## src/rtl/multipack_assembler.sv

```systemverilog
// Packs consecutive 3-bit {a,b,c} records into a COUNT-lane word.
// The finished word, its per-lane active mask and its fill count go downstream through a valid/ready handshake.
module multipack_assembler #(
  parameter int COUNT = 4,
  localparam int CW = $clog2(COUNT + 1)
) (
  input  logic                 clk,
  input  logic                 rst_n,
  input  logic                 in_valid,
  output logic                 in_ready,
  input  logic [2:0]           in_rec,
  input  logic                 in_last,
  output logic                 out_valid,
  input  logic                 out_ready,
  output logic [3*COUNT-1:0]   out_word,
  output logic [COUNT-1:0]     out_active,
  output logic [CW-1:0]        out_count,
  output logic                 state_dbg
);

  localparam int IW = (COUNT > 1) ? $clog2(COUNT) : 1;

  typedef enum logic {
    FILL = 1'b0,
    HOLD = 1'b1
  } state_t;

  state_t             state_q, state_d;
  logic [IW-1:0]      idx_q;
  logic [3*COUNT-1:0] word_q;
  logic [CW-1:0]      count_q;
  logic               accept;
  logic               word_done;
  logic               consume;

  // Handshakes: a transfer happens on a clock edge where valid && ready are
  // both high. in_ready is high only in FILL and out_valid only in HOLD.
  // Both decode the state register alone, so neither waits on the other side's valid/ready.
  assign accept    = in_valid && (state_q == FILL);
  assign word_done = accept && ((idx_q == IW'(COUNT - 1)) || in_last);
  assign consume   = out_ready && (state_q == HOLD);

  always_ff @(posedge clk) begin
    if (!rst_n) begin
      state_q <= FILL;
    end else begin
      state_q <= state_d;
    end
  end

  always_comb begin
    state_d   = state_q;
    in_ready  = 1'b0;
    out_valid = 1'b0;
    case (state_q)
      FILL: begin
        in_ready = 1'b1;
        if (word_done) state_d = HOLD;
      end
      HOLD: begin
        out_valid = 1'b1;
        if (consume) state_d = FILL;
      end
      default: state_d = FILL;
    endcase
  end

  always_ff @(posedge clk) begin
    if (!rst_n) begin
      idx_q   <= '0;
      word_q  <= '0;
      count_q <= '0;
    end else if (accept) begin
      for (int i = 0; i < COUNT; i++) begin
        if (idx_q == IW'(i)) word_q[3*i +: 3] <= in_rec;
      end
      if (word_done) begin
        count_q <= CW'(idx_q) + CW'(1);
      end else begin
        idx_q <= idx_q + 1'b1;
      end
    end else if (consume) begin
      idx_q   <= '0;
      word_q  <= '0;
      count_q <= '0;
    end
  end

  // Unwritten lanes are held at zero, so the raw decode is already masked by "filled".
  always_comb begin
    out_active = '0;
    for (int i = 0; i < COUNT; i++) begin
      out_active[i] = |word_q[3*i +: 2];
    end
  end

  assign out_word  = word_q;
  assign out_count = count_q;
  assign state_dbg = state_q;

endmodule

```

## config.mk

```make
export PLATFORM = sky130hd
export DESIGN_NAME = multipack_assembler
export DESIGN_NICKNAME = d
export VERILOG_FILES = /design/src/rtl/multipack_assembler.sv
export SDC_FILE = /design/constraint.sdc
export NUM_CORES = 1
export LEC_CHECK = 0
export ABC_AREA = 0
export ABC_CLOCK_PERIOD_IN_PS = 1590
export BUFFER_PORTS_ARGS = -buffer_cell sky130_fd_sc_hd__buf_2
export CAP_MARGIN = 10
export CELL_PAD_IN_SITES_DETAIL_PLACEMENT = 1
export CELL_PAD_IN_SITES_GLOBAL_PLACEMENT = 1
export CORE_UTILIZATION = 33
export CTS_CLUSTER_DIAMETER = 150
export DETAILED_ROUTE_END_ITERATION = 10
export PLACE_DENSITY_LB_ADDON = 0.1
export SKIP_LAST_GASP = 1
export SLEW_MARGIN = 20
export SYNTH_ARGS = -nofsm -noshare
export SYNTH_HDL_FRONTEND = slang
export SYNTH_SLANG_ARGS = --single-unit
```

## constraint.sdc

```tcl
create_clock -name clk -period 1.59 [get_ports clk]
set_input_delay 0.0795 -clock clk [delete_from_list [all_inputs] [get_ports clk]]
set_output_delay 0.0795 -clock clk [all_outputs]
set_load 0.05 [all_outputs]
```

Word-level counts from Yosys, hierarchy flattened
Cells that the tools add are included.
{"block": "totals", "regBits": 18, "in_bits": 8, "output_inout_bits": 22, "wordCells": 52}
{"block": "classes", "addsub": 2, "eq_ne": 9, "muxes": 17, "bitwise": 1, "n_reduce_logical": 16}
{"op": "2-to-1 mux 12 bit", "n": 2}
{"op": "2-to-1 mux 3 bit", "n": 7}
{"op": "AND reduction 2 bit", "n": 6}
{"op": "!= test 2 x 1 -> 1 bit (second input constant)", "n": 5}
{"op": "OR reduction 2 bit", "n": 4}
{"op": "2-to-1 mux 2 bit", "n": 3}
{"op": "equality test 2 bit (second input constant)", "n": 2}
{"op": "2-to-1 mux 1 bit", "n": 4}
{"op": "adder 2 x 1 -> 3 bit (second input constant)", "n": 1}
{"op": "logical AND 1 bit", "n": 3}
{"op": "adder 2 x 1 -> 2 bit (second input constant)", "n": 1}
{"op": "equality test 2 x 1 -> 1 bit (second input constant)", "n": 1}
{"op": "logical NOT 2 bit", "n": 1}
{"op": "!= test 2 bit (second input constant)", "n": 1}
{"op": "case mux 1 bit (2 select lines)", "n": 1}
{"op": "nonzero test 2 bit", "n": 1}
{"op": "logical OR 1 bit", "n": 1}
{"op": "NOT 1 bit", "n": 1}

Depth between registers and ports, before layout
Gate-level depths: netlist (run 1).
{"block": "logic_depth", "depth_word": 5, "ltp_mapped": 5, "mapped_depth_nobuf": 5}

Least setup slack after synthesis (run 1)
OpenSTA, ideal clock, no wires.
{"block": "synth_timing", "path_type": "register to register", "from": "reg state_q (netlist: state_dbg)", "to": "reg word_q[10] (netlist: out_word[10])", "setup_ns": 0.126, "arrival_time_ns": 1.283, "required_time_ns": 1.464, "setup_slack_ns": 0.181, "stages_incl_launch_ff": 5, "path_buffers": 1, "period_less_slack_ns": 1.409, "path_cell_list": "dfxtp_1 -> a21boi_2 -> buf_4 -> nand3_1 -> o21ai_0"}
{"block": "synth_via", "elab_chain_len": 4, "word_cells_on_any_way": 7, "cone_classes": "eq/ne: 1; mux: 1; bitwise: 1; reduce/logical: 4"}
{"element": "start: declaration", "line_no": "28", "rtl": "state_t state_q, state_d;"}
{"element": "start signal: assignment", "line_no": "47", "rtl": "state_q <= state_d;"}
{"element": "NOT 1 bit"}
{"element": "logical AND 1 bit", "line_no": "39", "rtl": "assign accept = in_valid && (state_q == FILL);"}
{"element": "!= test 2 x 1 -> 1 bit (no line) / nonzero test 2 bit (equally long branches)"}
{"element": "AND reduction 2 bit (no line)"}
{"element": "end signal: indexed assignment", "line_no": "75", "rtl": "if (idx_q == IW'(i)) word_q[3*i +: 3] <= in_rec;"}
{"element": "end: declaration", "line_no": "30", "rtl": "logic [3*COUNT-1:0] word_q;"}
Several ways; a longest one is shown, not always the timed one.
A chain may end at the register's enable or synchronous reset.

Worst setup path after layout (run 1)
{"block": "layout_timing", "from": "reg state_q (netlist: state_dbg)", "to": "reg word_q[5] (netlist: out_word[5])"}
Same word-level chain as after synthesis.

==> results by group, run 1 <==
Timing
  • Final Max Tran Viols: 0
  • Final critical-path required period: 1.41 ns
  • Final Hold Fails: 0
  • Highest Clock Rate: 0.709 GHz
  • Unrepaired setup endpoints after global routing: no
  • Slew @ Worst Pin: 0.729 ns
  • Final Worst Setup Slack: 0.180 ns
  • Final Setup Violations: 0
  • Period utilization: 88.7%
  • Setup TNS: 0 ns
  • Worst Clk Skew: 0.00115 ns
  • Max_slew headroom: 51.1%

Logic synthesis
  • Post-synthesis compound-gate area fraction: 15.5%
  • Main combinational cell family by area after synthesis: simple AND/OR/NAND/NOR gates
  • Adder-Cell Fraction of Synth Area: 6.68%
  • Mapped Nets: 94
  • Mux cell area share after synthesis: 0%
  • Synth top cells by count: 18 x dfxtp_1, 14 x nand3_1, 13 x o21ai_0
  • Share of synthesized registers carrying an async set or reset: 0%
  • Post-Syn Area: 749 µm²
  • Synth unique cells: 19
  • EDFF count, synth: 0
  • Register bit total from synthesis: 18
  • Seq/Total Area, Yosys: 48.1%
  • Post-Syn Instances: 82
  • Yosys warnings: 0
  • Simple logic cell fraction of the synthesized area: 25.7%
  • Syn_area_per_cell: 9.14 µm²
  • Ys flop type: dfxtp_1
  • Post-Synth XOR/XNOR Area: 0%
  • Synth area leader: dfxtp_1
  • Post-synth top area share: 48.1%
  • Ranking of synthesized cells by area: dfxtp_1 48%, nand3_1 9.3%, o21ai_0 8.7%
  • Top-count cell post-synth: dfxtp_1

Finish
  • Final nets: 126
  • Area of the multi-input gates: 359 µm²
  • Reg area: 360 µm²
  • Share of cells above drive strength 1: 36.3%
  • # fillers: 273
  • Synth-to-Final Area Change: 26.7%
  • Finished Layout Cells: 140
  • Antenna fix cells: 0

Setup path
  • Worst Path Class, Setup: reg -> reg
  • CP endpoint kind: flip-flop
  • Worst Path Arrival: 1.63 ns
  • Worst Path Max Fanout: 17
  • Critical Path RT: 1.81 ns
  • Critical Path Start Type: flip-flop

Floorplanning
  • Die Y: 49.7 µm
  • Starting Density: 36.7%
  • # rows: 16
  • Total Die Area: 2470 µm²
  • I/O pins: 30
  • DIE WIDTH: 49.7 µm
  • CORE AREA: 2040 µm²

Drt
  • DR vias/cell: 4.99
  • Vias: 699
  • Wire per inst: 12.7 µm
  • Routed Antenna Nets: 0
  • Initial DRC Count: 3
  • Routed WL: 1770 µm
  • Drc violations: 0
  • DR pass1 iterations: 4

Placement
  • # port buffers: 29
  • Final RePlAce weighted congestion: 0.688
  • Place WS: 0.185 ns
  • HPWL Detailed: 1350 µm
  • Placed cell count: 136

Pwr
  • Combinational share of power: 17.9%
  • Flop pwr share: 51.3%
  • Worst VDD drop: 0.481 mV
  • Pint: 0.650 mW
  • Switching Share: 30.5%
  • P_leak: 0.448 nW
  • Pwr per Cell Area: 985 nW/µm²
  • Clock Power Share: 30.8%
  • Net Switching: 0.285 mW

Global routing
  • Largest net degree at the start of global routing: 18
  • Vias in the first global route: 657
  • Total track usage: 15.6%
  • Initial antenna violation count: 0
  • First-pass GRT wire length: 2870 µm
  • Overflow after GRT: 0

Run
  • Max Cap Viol: 0

Clock tree
  • CTS tree: built
  • Clock Latency Late Sink: 0.30 ns
  • Hold buffers post-CTS: 0
  • H-tree depth: 1
  • Clock sink count: 18
  • Postcts setup bufs: 0
  • Clock Root Buffer: clkbuf_4
  • CTS Buf Count: 3
  • Resized Gates After CTS: 0
  • Clk slew on worst S/H paths: 0.10 ns
  • Clock Path Buffers: 2

Hold path
  • Worst Hold Class: in -> reg

Status
  • Outcome: complete, no violations
## cells in the final DEF (no fill, tap or decap), types with 2 or more instances in the layout
cell      instances
clkbuf_4          3
nand2_1           4
buf_2            29
nand3_1          14
a31o_2            2
nor3_1            2
o21ai_1           2
dfxtp_1          18
nand3b_1          4
o21ai_0          13
ha_1              4
or2_2             4
inv_1             4
nand2b_1          3
## per-layer routing
metal,track usage (%),wire [µm],vias to the layer above,part of all wire [%]
met3,3.09,79,4,4.5
met2,27.5,862,20,49
li1,-,-,350,-
met5,0,0,-,0
met1,17.3,798,325,45
met4,8.57,31,0,1.8
## layout make-up
class	count	area share, %
sequential	18	37.9
multi-input combinational	58	37.8
timing repair buffer	29	15.3
clock buffer	4	3.82
tap	27	3.56
inverter	4	1.58
## flip-flops by register name, summed over array words and instances, names as in the netlist
name	count
idx_q	2
state_dbg	1
out_count	3
out_word	12
## power groups by stage
stage               Sequential, mW  Clock (mW)  Combinational [mW]
floorplan                    0.533           0              0.0823
global placement             0.489           0               0.167
detailed placement           0.491           0               0.169
CTS                          0.480       0.297               0.170
global route                 0.483       0.315               0.178
finish                       0.480       0.288               0.167
## logic make-up (layout without fill, tap and decap cells)
family | count (synthesis) | count (layout)
AND/OR/NAND/NOR | 34 | 34
AO/OA/AOI/OAI | 20 | 20
flip-flops | 18 | 18
buffers and inverters | 6 | 37
adder cells (fa/ha/maj) | 4 | 4
## worst max-delay path: stages, from the launching register on
cell and delay, ns:
dfxtp_1 0.41, a21boi_2 0.63, nand3_1 0.16, o21ai_0 0.12
## through the flow
step | power, mW | utilization (%) | instance area (µm²) | hold slack [ns]
2_1_floorplan | 0.615 | - | 749 | 0.205
3_3_place_gp | 0.656 | 44.7 | 913 | 0.379
3_5_place_dp | 0.659 | 44.7 | 913 | 0.387
4_1_cts | 0.946 | 46.5 | 950 | 0.0609
5_1_grt | 0.976 | 46.5 | 950 | 0.0707
6_report | 0.935 | 46.5 | 950 | 0.0672
## final timing paths
check | from | end | slack (ns) | cells past startpoint
setup / recovery | state_dbg | out_word[5] | 0.18 | 3
hold / removal | out_ready | state_dbg | 0.07 | 3
setup reg to reg | state_dbg | out_word[5] | 0.18 | 3
hold reg to reg | out_word[4] | out_word[4] | 0.49 | 2
Note: power is estimated with default switching activity, not from simulation.
==> run 2, diff against run 1 <==
CELL_PAD_IN_SITES_DETAIL_PLACEMENT = default   (was 1)
CELL_PAD_IN_SITES_GLOBAL_PLACEMENT = default   (was 1)
CORE_UTILIZATION = 35   (was 33)
PLACE_DENSITY_LB_ADDON = default   (was 0.1)
TNS_END_PERCENT = 5   (was default)
==> run 2 against run 1 <==
Cell area stayed put. Critical path depth stayed put. Sequential cell count stayed put. First-iteration DRC count is 100% higher. Count of clock-buffer cells in the layout stayed put. Non-clock buffer count stayed put. Wire length is 15% lower. Combinational power hardly changed. Maximum frequency is 2.1% higher. Sequential share of layout area stayed put.
==> results by group, run 2 (synthesized netlist as in run 1, its figures left out) <==
Clock tree
  • Clock sink count: 18
  • CTS Buf Count: 3
  • Clock Root Buffer: clkbuf_4
  • Hold buffers post-CTS: 0
  • Clock Path Buffers: 2
  • Clock Latency Late Sink: 0.29 ns
  • CTS tree: built
  • H-tree depth: 1
  • Postcts setup bufs: 0
  • Clk slew on worst S/H paths: 0.11 ns
  • Resized Gates After CTS: 0

Setup path
  • Critical Path Start Type: flip-flop
  • Worst Path Class, Setup: reg -> reg
  • Worst Path Arrival: 1.60 ns
  • Worst Path Max Fanout: 17
  • CP endpoint kind: flip-flop
  • Critical Path RT: 1.81 ns

Pwr
  • Worst VDD drop: 0.859 mV
  • P_leak: 0.448 nW
  • Pwr per Cell Area: 976 nW/µm²
  • Final Power: 0.926 mW

Finish
  • Share of cells above drive strength 1: 36.3%
  • Post-Layout Inst Area: 950 µm²
  • Most frequent cells in the layout: 29 x buf_2, 18 x dfxtp_1, 14 x nand3_1
  • Reg area: 360 µm²
  • Synth-to-Final Area Change: 26.7%
  • Max reg flops: 12
  • Post-layout util: 47.9%
  • Antenna fix cells: 0
  • # fillers: 208
  • Commonest non-fill, non-tap cell in the layout: buf_2
  • Final nets: 126
  • Area of the multi-input gates: 359 µm²

Timing
  • Period utilization: 86.8%
  • Final critical-path required period: 1.38 ns
  • Final Hold Fails: 0
  • Max_slew headroom: 51.3%
  • Final Setup Violations: 0
  • Slew @ Worst Pin: 0.726 ns
  • Highest Clock Rate: 0.725 GHz
  • Final Max Tran Viols: 0
  • Worst Clk Skew: 0.00891 ns
  • Setup TNS: 0 ns
  • Hold Slack: 0.0567 ns
  • Unrepaired setup endpoints after global routing: no

Placement
  • # port buffers: 29
  • HPWL Detailed: 1160 µm
  • Area of placed instances: 913 µm²
  • Final RePlAce weighted congestion: 0.729

Drt
  • Wire per inst: 10.8 µm
  • DR pass1 iterations: 4
  • Routed Antenna Nets: 0
  • DR vias/cell: 4.81
  • Initial DRC Count: 6
  • Vias: 673
  • Routed WL: 1510 µm
  • Drc violations: 0

Global routing
  • Total track usage: 13.8%
  • First-pass GRT wire length: 2150 µm
  • Initial antenna violation count: 0
  • Largest net degree at the start of global routing: 18
  • Vias in the first global route: 492
  • Overflow after GRT: 0

Floorplanning
  • DIE WIDTH: 48.3 µm
  • CORE AREA: 1980 µm²
  • Total Die Area: 2330 µm²
  • Die Y: 48.3 µm
  • # rows: 16
  • I/O pins: 30
  • Starting Density: 37.8%

Run
  • Max Cap Viol: 0

Status
  • Outcome: complete, no violations

Hold path
  • Worst Hold Class: in -> reg
run 2: critical path, stage by stage, from the launching register on:
cell and delay (ns):
dfxtp_1 0.41, a21boi_2 0.63, nand3_1 0.15, o21ai_0 0.11
run 2: layout make-up:
type | count | share of cell area [%]
sequential | 18 | 37.9
multi-input combinational | 58 | 37.8
timing repair buffer | 29 | 15.3
clock buffer | 4 | 3.82
tap | 27 | 3.56
inverter | 4 | 1.58
run 2: through the flow:
stage	cells	worst slack (ns)
final	140	0.210
after global routing	140	0.000548
after CTS	140	0.181
after detailed placement	136	0.215
after global placement	136	0.264
after floorplan	82	0.181
run 2: routing by layer:
layer  GRT usage [%]  vias up  share of wire [%]
li1                -      350                  -
met1            17.0      300                 47
met2            21.3       21                 45
met3            5.93        2                7.9
met4            5.00        0               0.80
met5               0        -                  0
run 2: final timing paths:
kind,startpoint,to,slack (ns),cells past startpoint
max,state_dbg,out_word[0],0.21,3
min,out_ready,state_dbg,0.06,3
max reg2reg,state_dbg,out_word[0],0.21,3
min reg2reg,out_word[5],out_word[5],0.48,2
run 2: report_power, final:
group	internal, mW	leakage (nW)	switching (mW)
clock network	0.140	0.0210	0.142
logic	0.0438	0.281	0.122
registers	0.466	0.146	0.0128
total	0.650	0.448	0.277
